`src/rtl/round_robin_arbiter.sv`:
```
// round_robin_arbiter: registered round-robin arbiter with optional hold limit.
// Ports: clock, resetn (async, active-low), requests[WIDTH] in;
//   grant_onehot[WIDTH], grant_index[WIDTH_INDEX], grant_valid out.
module round_robin_arbiter #(
  parameter int WIDTH       = 4,
  parameter int WIDTH_INDEX = $clog2(WIDTH),
  parameter int MAX_HOLD    = 0
) (
  input  logic                   clock,
  input  logic                   resetn,
  input  logic [WIDTH-1:0]       requests,
  output logic [WIDTH-1:0]       grant_onehot,
  output logic [WIDTH_INDEX-1:0] grant_index,
  output logic                   grant_valid
);

  localparam int HOLD_W =
    (MAX_HOLD > 0) ? $clog2(MAX_HOLD + 1) : 1;

  typedef enum logic {
    IDLE,
    GRANTED
  } state_t;

  state_t                 state;
  state_t                 nxt_state;
  logic [WIDTH_INDEX-1:0] ptr;
  logic [WIDTH_INDEX-1:0] nxt_ptr;
  logic [HOLD_W-1:0]      hold_cnt;
  logic [HOLD_W-1:0]      nxt_hold;

  logic                   held;
  logic                   others;
  logic                   at_limit;
  logic                   excl;
  logic                   rearb;
  logic                   new_grant;
  logic [WIDTH-1:0]       cand;
  logic [WIDTH-1:0]       rot;
  logic [WIDTH_INDEX-1:0] pos;
  logic [WIDTH_INDEX:0]   sum;
  logic [WIDTH_INDEX-1:0] win_idx;
  logic                   win_found;

  logic [WIDTH-1:0]       nxt_onehot;
  logic [WIDTH_INDEX-1:0] nxt_index;
  logic                   nxt_valid;

  assign held   = |(requests & grant_onehot);
  assign others = |(requests & ~grant_onehot);

  assign at_limit = (MAX_HOLD > 0) &&
                    (int'(hold_cnt) >= MAX_HOLD - 1);

  // Hold limit reached with a competitor waiting: the
  // holder is masked out of this arbitration.
  assign excl = (state == GRANTED) && held &&
                at_limit && others;

  assign rearb = (state == IDLE) || !held || excl;

  assign cand = excl ? (requests & ~grant_onehot)
                     : requests;

  assign new_grant = rearb && win_found;

  // Rotate so the pointer lands on bit 0, pick the lowest
  // set bit, then rotate the position back modulo WIDTH.
  always_comb begin
    rot       = WIDTH'({cand, cand} >> ptr);
    win_found = |rot;
    pos       = '0;
    for (int i = WIDTH - 1; i >= 0; i--) begin
      if (rot[i]) pos = WIDTH_INDEX'(i);
    end
    sum = {1'b0, ptr} + {1'b0, pos};
    if (sum >= (WIDTH_INDEX + 1)'(WIDTH))
      sum = sum - (WIDTH_INDEX + 1)'(WIDTH);
    win_idx = sum[WIDTH_INDEX-1:0];
  end

  always_ff @(posedge clock or negedge resetn) begin
    if (!resetn) begin
      state        <= IDLE;
      ptr          <= '0;
      hold_cnt     <= '0;
      grant_onehot <= '0;
      grant_index  <= '0;
      grant_valid  <= 1'b0;
    end else begin
      state        <= nxt_state;
      ptr          <= nxt_ptr;
      hold_cnt     <= nxt_hold;
      grant_onehot <= nxt_onehot;
      grant_index  <= nxt_index;
      grant_valid  <= nxt_valid;
    end
  end

  always_comb begin
    nxt_state = state;
    unique case (state)
      IDLE:    if (win_found) nxt_state = GRANTED;
      GRANTED: if (rearb && !win_found) nxt_state = IDLE;
      default: nxt_state = IDLE;
    endcase
  end

  always_comb begin
    nxt_onehot = grant_onehot;
    nxt_index  = grant_index;
    nxt_valid  = grant_valid;
    nxt_ptr    = ptr;
    nxt_hold   = hold_cnt;
    if (new_grant) begin
      nxt_valid  = 1'b1;
      nxt_index  = win_idx;
      nxt_onehot = WIDTH'(1) << win_idx;
      nxt_ptr    = (win_idx == WIDTH_INDEX'(WIDTH - 1))
                 ? '0 : win_idx + 1'b1;
      nxt_hold   = '0;
    end else if (rearb) begin
      nxt_valid  = 1'b0;
      nxt_index  = '0;
      nxt_onehot = '0;
      nxt_hold   = '0;
    end else if (int'(hold_cnt) < MAX_HOLD) begin
      nxt_hold = hold_cnt + 1'b1;
    end
  end

endmodule

```
`config.mk`:
```
export PLATFORM = sky130hd
export DESIGN_NAME = round_robin_arbiter
export DESIGN_NICKNAME = d
export VERILOG_FILES = /design/src/rtl/round_robin_arbiter.sv
export SDC_FILE = /design/constraint.sdc
export NUM_CORES = 1
export LEC_CHECK = 0
export ABC_AREA = 1
export ABC_CLOCK_PERIOD_IN_PS = 2900
export BUFFER_PORTS_ARGS = -buffer_cell sky130_fd_sc_hd__buf_2
export CORE_AREA = 2 2 39 41
export DETAILED_ROUTE_END_ITERATION = 16
export DIE_AREA = 0 0 41 43
export PLACE_DENSITY = 0.72
export SLEW_MARGIN = 20
export SYNTH_ARGS = -nofsm -noshare
export SYNTH_HDL_FRONTEND = slang
export SYNTH_SLANG_ARGS = --single-unit
```
`constraint.sdc`:
```
create_clock -name clock -period 2.9 [get_ports clock]
set_input_delay 0 -clock clock [delete_from_list [all_inputs] [get_ports clock]]
set_output_delay 0 -clock clock [all_outputs]
set_load 0.02 [all_outputs]
```
==> reports/metrics.yaml, run 1 <==
finish:
  stdcell_area_um2: 778
  fillerInstances: 134
  layout_common_cells: "28 x nand2_1, 12 x buf_2, 10 x nand3_1, 10 x dfrtp_1, 7 x nand2_2"
  area_growth_pct: 16.9
  nets: 110
  num_antenna_cells: 0
  final_common_cell: "nand2_1"
  drive_gt1_share_pct: 38.4
  final_util_pct: 56.2
timing:
  fmax_ghz: 0.429
  setup_viol: 0
  tightest_slew_ns: 0.288
  final.min_clock_period_ns: 2.33
  slew_headroom_pct: 80.6
  finalHoldViolations: 0
  fin_crit_sh_pct: 80.5
  finalSetupTns_ns: 0
  finalMaxSlewViolations: 0
  fin_skew_ns: 0.00489
  rsz0062_at_grt: "false"
synth:
  syn_nets: 92
  ys_top_cells_by_area: "dfrtp_1 38%, nand2_1 16%, nand3_1 7.5%"
  syn-instance-count: 83
  ys_ff_latch: 10
  synth_top_area_share_pct: 37.6
  ys_seq_area_share_pct: 37.6
  yosysUniqueCellTypes: 16
  syn_area_per_cell_um2: 8.02
  netlist_area_um2: 666
  yosys.area.top_type: "dfrtp_1"
  ys_warn_count: 0
outcome:
  status: "finished, final reports clean"
setup_path:
  reg2reg_depth: 14
  r2r-end: "ptr[1]"
  cp.required_ns: 3.04
  crit_arrival_ns: 2.48
  rr_startpoint: "ptr[0]"
  critPathKind: "reg -> reg"
  critPathCaptureType: "flip-flop"
  reg2reg_slack_ns: 0.57
  cp-start-kind: "flip-flop"
  critPathMaxFanout: 7
global_route:
  grt_pass1_wl_um: 2360
  grt_pass1_vias: 603
  grt-ovfl-total: 0
  antenna_found_initial: 0
  grt_max_degree: 11
  grt_use_total_pct: 19.3
floorplan:
  io_pins: 13
  core_um2: 1380
  dieWidth_um: 41
  rows: 14
  die_h_um: 43
  dieArea_um2: 1760
  start_util_pct: 48.1
cts:
  cts.reportedPaths.clkPinSlew_ns: 0.06
  cts_buffer_depth: 2
  cts_tree: "done"
  h-tree-depth: 1
  numCtsBuffers: 3
  clock-sinks: 10
  insertion_delay_ns: 0.25
  cts_resized: 0
  root_buffer: "clkbuf_4"
detailed_routing:
  post-route-drc-count: 0
  routedWlPerCell_um: 11.2
  firstDrtPassIters: 4
  wl_met2_um: 663
  wl_met1_um: 567
  vias: 576
  drt_iter0_markers: 11
  dr_wl_met3_um: 51
  drt_wl_total_um: 1290
  via_per_inst: 5.01
  ant_nets: 0
  highest_layer: "met4"
worst_hold_path:
  hold_class: "in -> async"
place:
  place_area_um2: 746
  place_congestion: 0.779
  portBuffers: 12
  dp_hpwl_um: 1050
job:
  cap_violations: 0
==> Yosys cell counts <==
| master | n |
|---|---|
| nand2_2 | 7 |
| nor2_4 | 2 |
| inv_4 | 1 |
| nand3_1 | 10 |
| ha_1 | 3 |
| dfrtp_1 | 10 |
| o21ai_1 | 2 |
| inv_1 | 2 |
| nand2_1 | 28 |
| nand3_2 | 3 |
| inv_2 | 4 |
| o21ai_2 | 3 |
| xor2_1 | 1 |
| nand2_4 | 3 |
| nor2_1 | 3 |
| a21boi_0 | 1 |
==> sequential cells by signal (all words and copies together) (netlist names) <==
| name | cells |
|---|---|
| grant_valid | 1 |
| ptr | 2 |
| grant_onehot | 4 |
| state | 1 |
| grant_index | 2 |
==> worst max path at each step <==
stage	startpoint	to	slack [ns]
6_report	ptr[0]	ptr[1]	0.57
5_1_grt	ptr[0]	ptr[0]	0.29
4_1_cts	ptr[0]	ptr[1]	0.55
3_5_place_dp	ptr[0]	ptr[1]	0.57
3_3_place_gp	ptr[0]	ptr[0]	0.62
2_1_floorplan	ptr[0]	ptr[1]	0.78
==> critical path, cell delays in order (launching register included) <==
cell and delay [ns]:
dfrtp_1 0.46, inv_2 0.09, nand2_1 0.08, nand3_1 0.08, nand2_2 0.11, nand3_1 0.06
a21boi_0 0.26, ha_1 0.22, xor2_1 0.21, inv_1 0.08, nand3_2 0.09, nand2_4 0.08
ha_1 0.27, nand2_1 0.06, o21ai_1 0.06
==> cell type report <==
type                       instances  area, µm²  share of cell area [%]
inverter                           7       28.8                    3.70
timing repair buffer              13       70.1                    9.00
sequential                        10        250                    32.2
multi-input combinational         66        387                    49.7
clock buffer                       3       22.5                    2.89
tap                               16       20.0                    2.57
==> stage by stage <==
stage,cells,hold slack [ns],worst slack [ns]
floorplan,83,-0.296,0.781
global placement,111,-0.130,0.624
detailed placement,111,-0.124,0.569
CTS,115,0.135,0.554
global route,115,0.170,0.291
finish,115,0.146,0.567
==> logic make-up (layout without fill, tap and decap cells) <==
group / after synthesis / count (layout) / synth area share (%)
XOR/XNOR: 1 / 1 / 1.32
buffers and inverters: 7 / 23 / 4.32
flip-flops: 10 / 10 / 37.6
adder cells (fa/ha/maj): 3 / 3 / 5.64
AO/OA/AOI/OAI: 6 / 6 / 6.58
AND/OR/NAND/NOR: 56 / 56 / 44.5
==> what timing repair did <==
item / in CTS / in global routing
hold buffers: 1 / 0
buffers inserted: 0 / 0
endpoints found under the hold margin: 10 / 0
==> routing by layer <==
layer,track usage (%),vias up
li1,-,299
met1,25.5,261
met2,30.9,14
met4,8.00,0
met3,1.57,2
met5,0,-
Power of run 1 is left out: the tool's default activity adds up to more than one toggle a clock period on the data nets, which glitch-free logic cannot reach.
==> run 2, diff against run 1 <==
- ABC_CLOCK_PERIOD_IN_PS: 2900 -> 2070
- CORE_AREA: 2 2 39 41 -> unset
- CORE_UTILIZATION: unset -> 47
- DIE_AREA: 0 0 41 43 -> unset
- PLACE_DENSITY: 0.72 -> 0.71
- clock period: 2.9 -> 2.07 ns (I/O delays scaled with it)
==> reports/metrics.yaml, run 2 (synthesized netlist as in run 1, its figures left out) <==
finish:
  largest-register: "grant_onehot"
  layout_common_cells: "21 x nand2_1, 16 x buf_4, 12 x nand2_2, 12 x buf_2, 10 x nand3_2"
  biggestRegsByFlops: "grant_onehot x4, grant_index x2, ptr x2"
  multi_input_area_um2: 478
  fillerInstances: 103
  nets: 126
  seq_area_um2: 253
  largest_reg_flops: 4
  area_growth_pct: 51.3
  stdcell_area_um2: 1010
  drive_gt1_share_pct: 65.5
  final_util_pct: 77.4
  final_common_cell: "nand2_1"
  num_antenna_cells: 0
place:
  place_congestion: 0.731
  dp_hpwl_um: 1120
  portBuffers: 12
  place_area_um2: 805
detailed_routing:
  post-route-drc-count: 0
  firstDrtPassIters: 4
  routedWlPerCell_um: 13.1
  drt_wl_total_um: 1710
  vias: 672
  via_per_inst: 5.13
  drt_iter0_markers: 9
  ant_nets: 0
global_route:
  grt-ovfl-total: 0
  grt_max_degree: 11
  antenna_found_initial: 0
  grt_use_total_pct: 24.1
  grt_pass1_vias: 633
  grt_pass1_wl_um: 2480
setup_path:
  crit_arrival_ns: 2.22
  critical_path.max_stage_delay_ns: 0.46
  cp-start-kind: "flip-flop"
  critPathKind: "reg -> reg"
  cp.required_ns: 2.21
  path_cells: "inv_4 > nand2_2 > nand3_1 > nand2_2 > a21boi_2 > ha_2 > xor2_2 > buf_4 > nand2_4 > nand2_4 > ha_4 > nand2_2 > o21ai_1"
  critPathMaxFanout: 6
  path_common_cell: "nand2_2"
  critPathCaptureType: "flip-flop"
  cp_slowest_cell: "dfrtp_2"
floorplan:
  io_pins: 13
  dieArea_um2: 1570
  start_util_pct: 51.2
  core_um2: 1300
  die_h_um: 39.6
  dieWidth_um: 39.6
  rows: 13
timing:
  worst_slack_ns: -0.0152
  rsz0062_at_grt: "true"
  final.min_clock_period_ns: 2.09
  fmax_ghz: 0.480
  tightest_slew_ns: 0.221
  finalMaxSlewViolations: 0
  fin_skew_ns: 0.000792
  hold_slack_ns: 0.124
  slew_headroom_pct: 85.3
  fin_crit_sh_pct: 101
  finalHoldViolations: 0
  setup_viol: 2
cts:
  cts_tree: "done"
  numCtsBuffers: 3
  insertion_delay_ns: 0.26
  h-tree-depth: 1
  clock-sinks: 10
  cts_buffer_depth: 2
  root_buffer: "clkbuf_4"
  cts.reportedPaths.clkPinSlew_ns: 0.06
outcome:
  violations: "setup timing"
  status: "finished, violations left"
worst_hold_path:
  hold_class: "in -> async"
job:
  cap_violations: 0
run 2: layer usage:
layer	track usage [%]	up-vias	routed length, µm
met4	12.9	0	24
li1	-	332	-
met2	47.1	20	993
met5	0	-	0
met1	24.5	316	657
met3	1.70	4	39
run 2: layout make-up:
cell class / instances / area share (%)
Multi-Input combinational cell: 66 / 47.5
Timing Repair Buffer: 29 / 18.9
Clock buffer: 4 / 3.60
Inverter: 7 / 3.11
Sequential cell: 10 / 25.1
Tap cell: 15 / 1.86
run 2: path summary, 6_finish.rpt:
| path | startpoint | to | slack [ns] | depth (start not counted) |
|---|---|---|---|---|
| setup / recovery | ptr[0] | ptr[1] | -0.02 | 13 |
| hold / removal | resetn | grant_onehot[2] | 0.12 | 2 |
| setup reg to reg | ptr[0] | ptr[1] | -0.02 | 13 |
| hold reg to reg | grant_index[0] | grant_index[0] | 0.48 | 2 |
| max in group asynchronous | resetn | ptr[1] | 1.74 | 2 |
| min in group clock | requests[0] | grant_valid | 0.26 | 6 |
run 2: metrics by stage:
step	setup TNS (ns)	setup WS [ns]	instances
2_1_floorplan	0	0.0174	83
3_3_place_gp	0	0.00981	118
3_5_place_dp	-0.286	-0.137	118
4_1_cts	0	0.00256	131
5_1_grt	-0.570	-0.126	131
6_report	-0.0182	-0.0152	131
run 2: repair_timing:
item,CTS,global route
pin swaps,7,4
endpoints found under the hold margin,10,0
endpoints found under the setup margin,3,7
resized for setup,14,10
buffers inserted,8,0
hold buffers,1,0
run 2: critical path: cells and delay by family, from the launching register on:
family | cells | cell delay (ns)
AND/OR/NAND/NOR | 6 | 0.43
buffers and inverters | 2 | 0.26
XOR/XNOR | 1 | 0.17
adder cells (fa/ha/maj) | 2 | 0.41
AO/OA/AOI/OAI | 2 | 0.23
flip-flops | 1 | 0.46
Power of run 2 is left out for the same reason.
==> run 3, diff against run 2 <==
- CTS_BUF_LIST: unset -> sky130_fd_sc_hd__clkbuf_16
==> reports/metrics.yaml, run 3 (synthesized netlist as in run 1, its figures left out) <==
detailed_routing:
  routedWlPerCell_um: 14.3
  ant_nets: 0
  firstDrtPassIters: 4
  drt_iter0_markers: 10
  drt_wl_total_um: 1890
  post-route-drc-count: 0
  via_per_inst: 5.10
  vias: 673
timing:
  finalHoldViolations: 0
  final.min_clock_period_ns: 2.09
  fmax_ghz: 0.479
  worst_slack_ns: -0.0161
  rsz0062_at_grt: "true"
  fin_skew_ns: 0.00189
  slew_headroom_pct: 84.2
  setup_viol: 2
  finalMaxSlewViolations: 0
  fin_crit_sh_pct: 101
  tightest_slew_ns: 0.237
  finalSetupTns_ns: -0.0213
floorplan:
  rows: 13
  dieArea_um2: 1570
  start_util_pct: 51.2
  core_um2: 1300
  dieWidth_um: 39.6
  io_pins: 13
  die_h_um: 39.6
cts:
  cts_tree: "done"
  h-tree-depth: 1
  numCtsBuffers: 3
  insertion_delay_ns: 0.24
  root_buffer: "clkbuf_16"
  clock-sinks: 10
  cts_buffer_depth: 2
  cts.reportedPaths.clkPinSlew_ns: 0.04
finish:
  num_antenna_cells: 0
  area_growth_pct: 60.7
  stdcell_area_um2: 1070
  final_common_cell: "nand2_1"
  layout_common_cells: "21 x nand2_1, 17 x buf_4, 12 x buf_2"
  drive_gt1_share_pct: 65.0
  nets: 127
  largest-register: "grant_onehot"
  final_util_pct: 82.2
  biggestRegsByFlops: "grant_onehot x4, grant_index x2, ptr x2"
  largest_reg_flops: 4
setup_path:
  reg2reg_depth: 14
  cp.required_ns: 2.23
  critical_path.max_stage_delay_ns: 0.46
  critPathCaptureType: "flip-flop"
  cp_slowest_cell: "dfrtp_2"
  path_cells: "inv_4 > nand2_4 > nand3_1 > nand2_2 > a21boi_2 > ha_2 > xor2_2 > buf_4 > nand2_4 > nand2_4 > ha_4 > nor2_4 > nand2_1 > o21ai_1"
  critPathMaxFanout: 6
  crit_arrival_ns: 2.25
  path_common_cell: "nand2_4"
  critPathKind: "reg -> reg"
  cp-start-kind: "flip-flop"
place:
  place_congestion: 0.731
  dpl_worst_slack_ns: -0.137
  dp_hpwl_um: 1120
  place_area_um2: 805
  portBuffers: 12
outcome:
  violations: "setup timing"
  status: "finished, violations left"
global_route:
  grt-ovfl-total: 0
  grt_pass1_wl_um: 2540
  grt_use_total_pct: 25.2
  grt_max_degree: 11
  grt_pass1_vias: 635
  antenna_found_initial: 0
job:
  cap_violations: 0
worst_hold_path:
  hold_class: "in -> async"
[run 3: changes by cell type in the layout (fill, tap and decap cells not counted)]
| cell | delta |
|---|---|
| clkbuf_16 | +3 |
| clkbuf_4 | -3 |
| buf_4 | +1 |
| clkbuf_8 | -1 |
| clkinv_1 | +1 |
| inv_2 | -1 |
| inv_4 | +1 |
| nand2_2 | -1 |
| nand2_4 | +1 |
| nor2_2 | -1 |
| nor2_4 | +1 |
[run 3: final timing paths]
check | to | from | slack [ns]
setup / recovery | ptr[0] | ptr[0] | -0.02
setup reg to reg | ptr[0] | ptr[0] | -0.02
hold / removal | grant_onehot[2] | resetn | 0.15
hold reg to reg | grant_index[1] | grant_index[1] | 0.48
max in group asynchronous | ptr[0] | resetn | 1.71
min in group clock | grant_index[0] | requests[0] | 0.33
[run 3: what timing repair did]
action / in CTS / in global routing
hold buffers: 1 / 0
cloned: 0 / 0
hold endpoints to repair: 10 / 0
pin swaps: 7 / 7
setup endpoints to repair: 3 / 7
resized for setup: 13 / 14
buffers inserted: 7 / 3
[run 3: per-layer routing]
metal,part of all wire (%),GRT usage (%),up-vias
met5,0,0,-
met4,2.7,13.8,0
met3,2.2,5.68,4
met2,52,45.5,12
met1,43,26.4,327
li1,-,-,330
[run 3: worst max-delay path: cells and delay by family (launching register included)]
kind | cells | cell delay (ns)
flops | 1 | 0.46
simple gates | 7 | 0.50
fa+ha+maj | 2 | 0.36
compound gates | 2 | 0.25
xor+xnor | 1 | 0.18
buf+inv | 2 | 0.26
[run 3: final cells by class]
| type | instances | area (µm²) |
|---|---|---|
| Tap cell | 15 | 18.8 |
| Sequential cell | 10 | 253 |
| Clock inverter | 1 | 3.75 |
| Clock buffer | 3 | 75.1 |
| Timing Repair Buffer | 30 | 198 |
| Fill cell | 85 | 231 |
| Multi-Input combinational cell | 66 | 488 |
| Inverter | 7 | 33.8 |
[run 3: per-stage QoR]
step	hold WS [ns]	instances
final	0.152	132
after global routing	0.198	132
after CTS	0.156	130
after detailed placement	-0.132	118
after global placement	-0.132	118
after floorplan	-0.296	83
Power of run 3 is left out for the same reason.
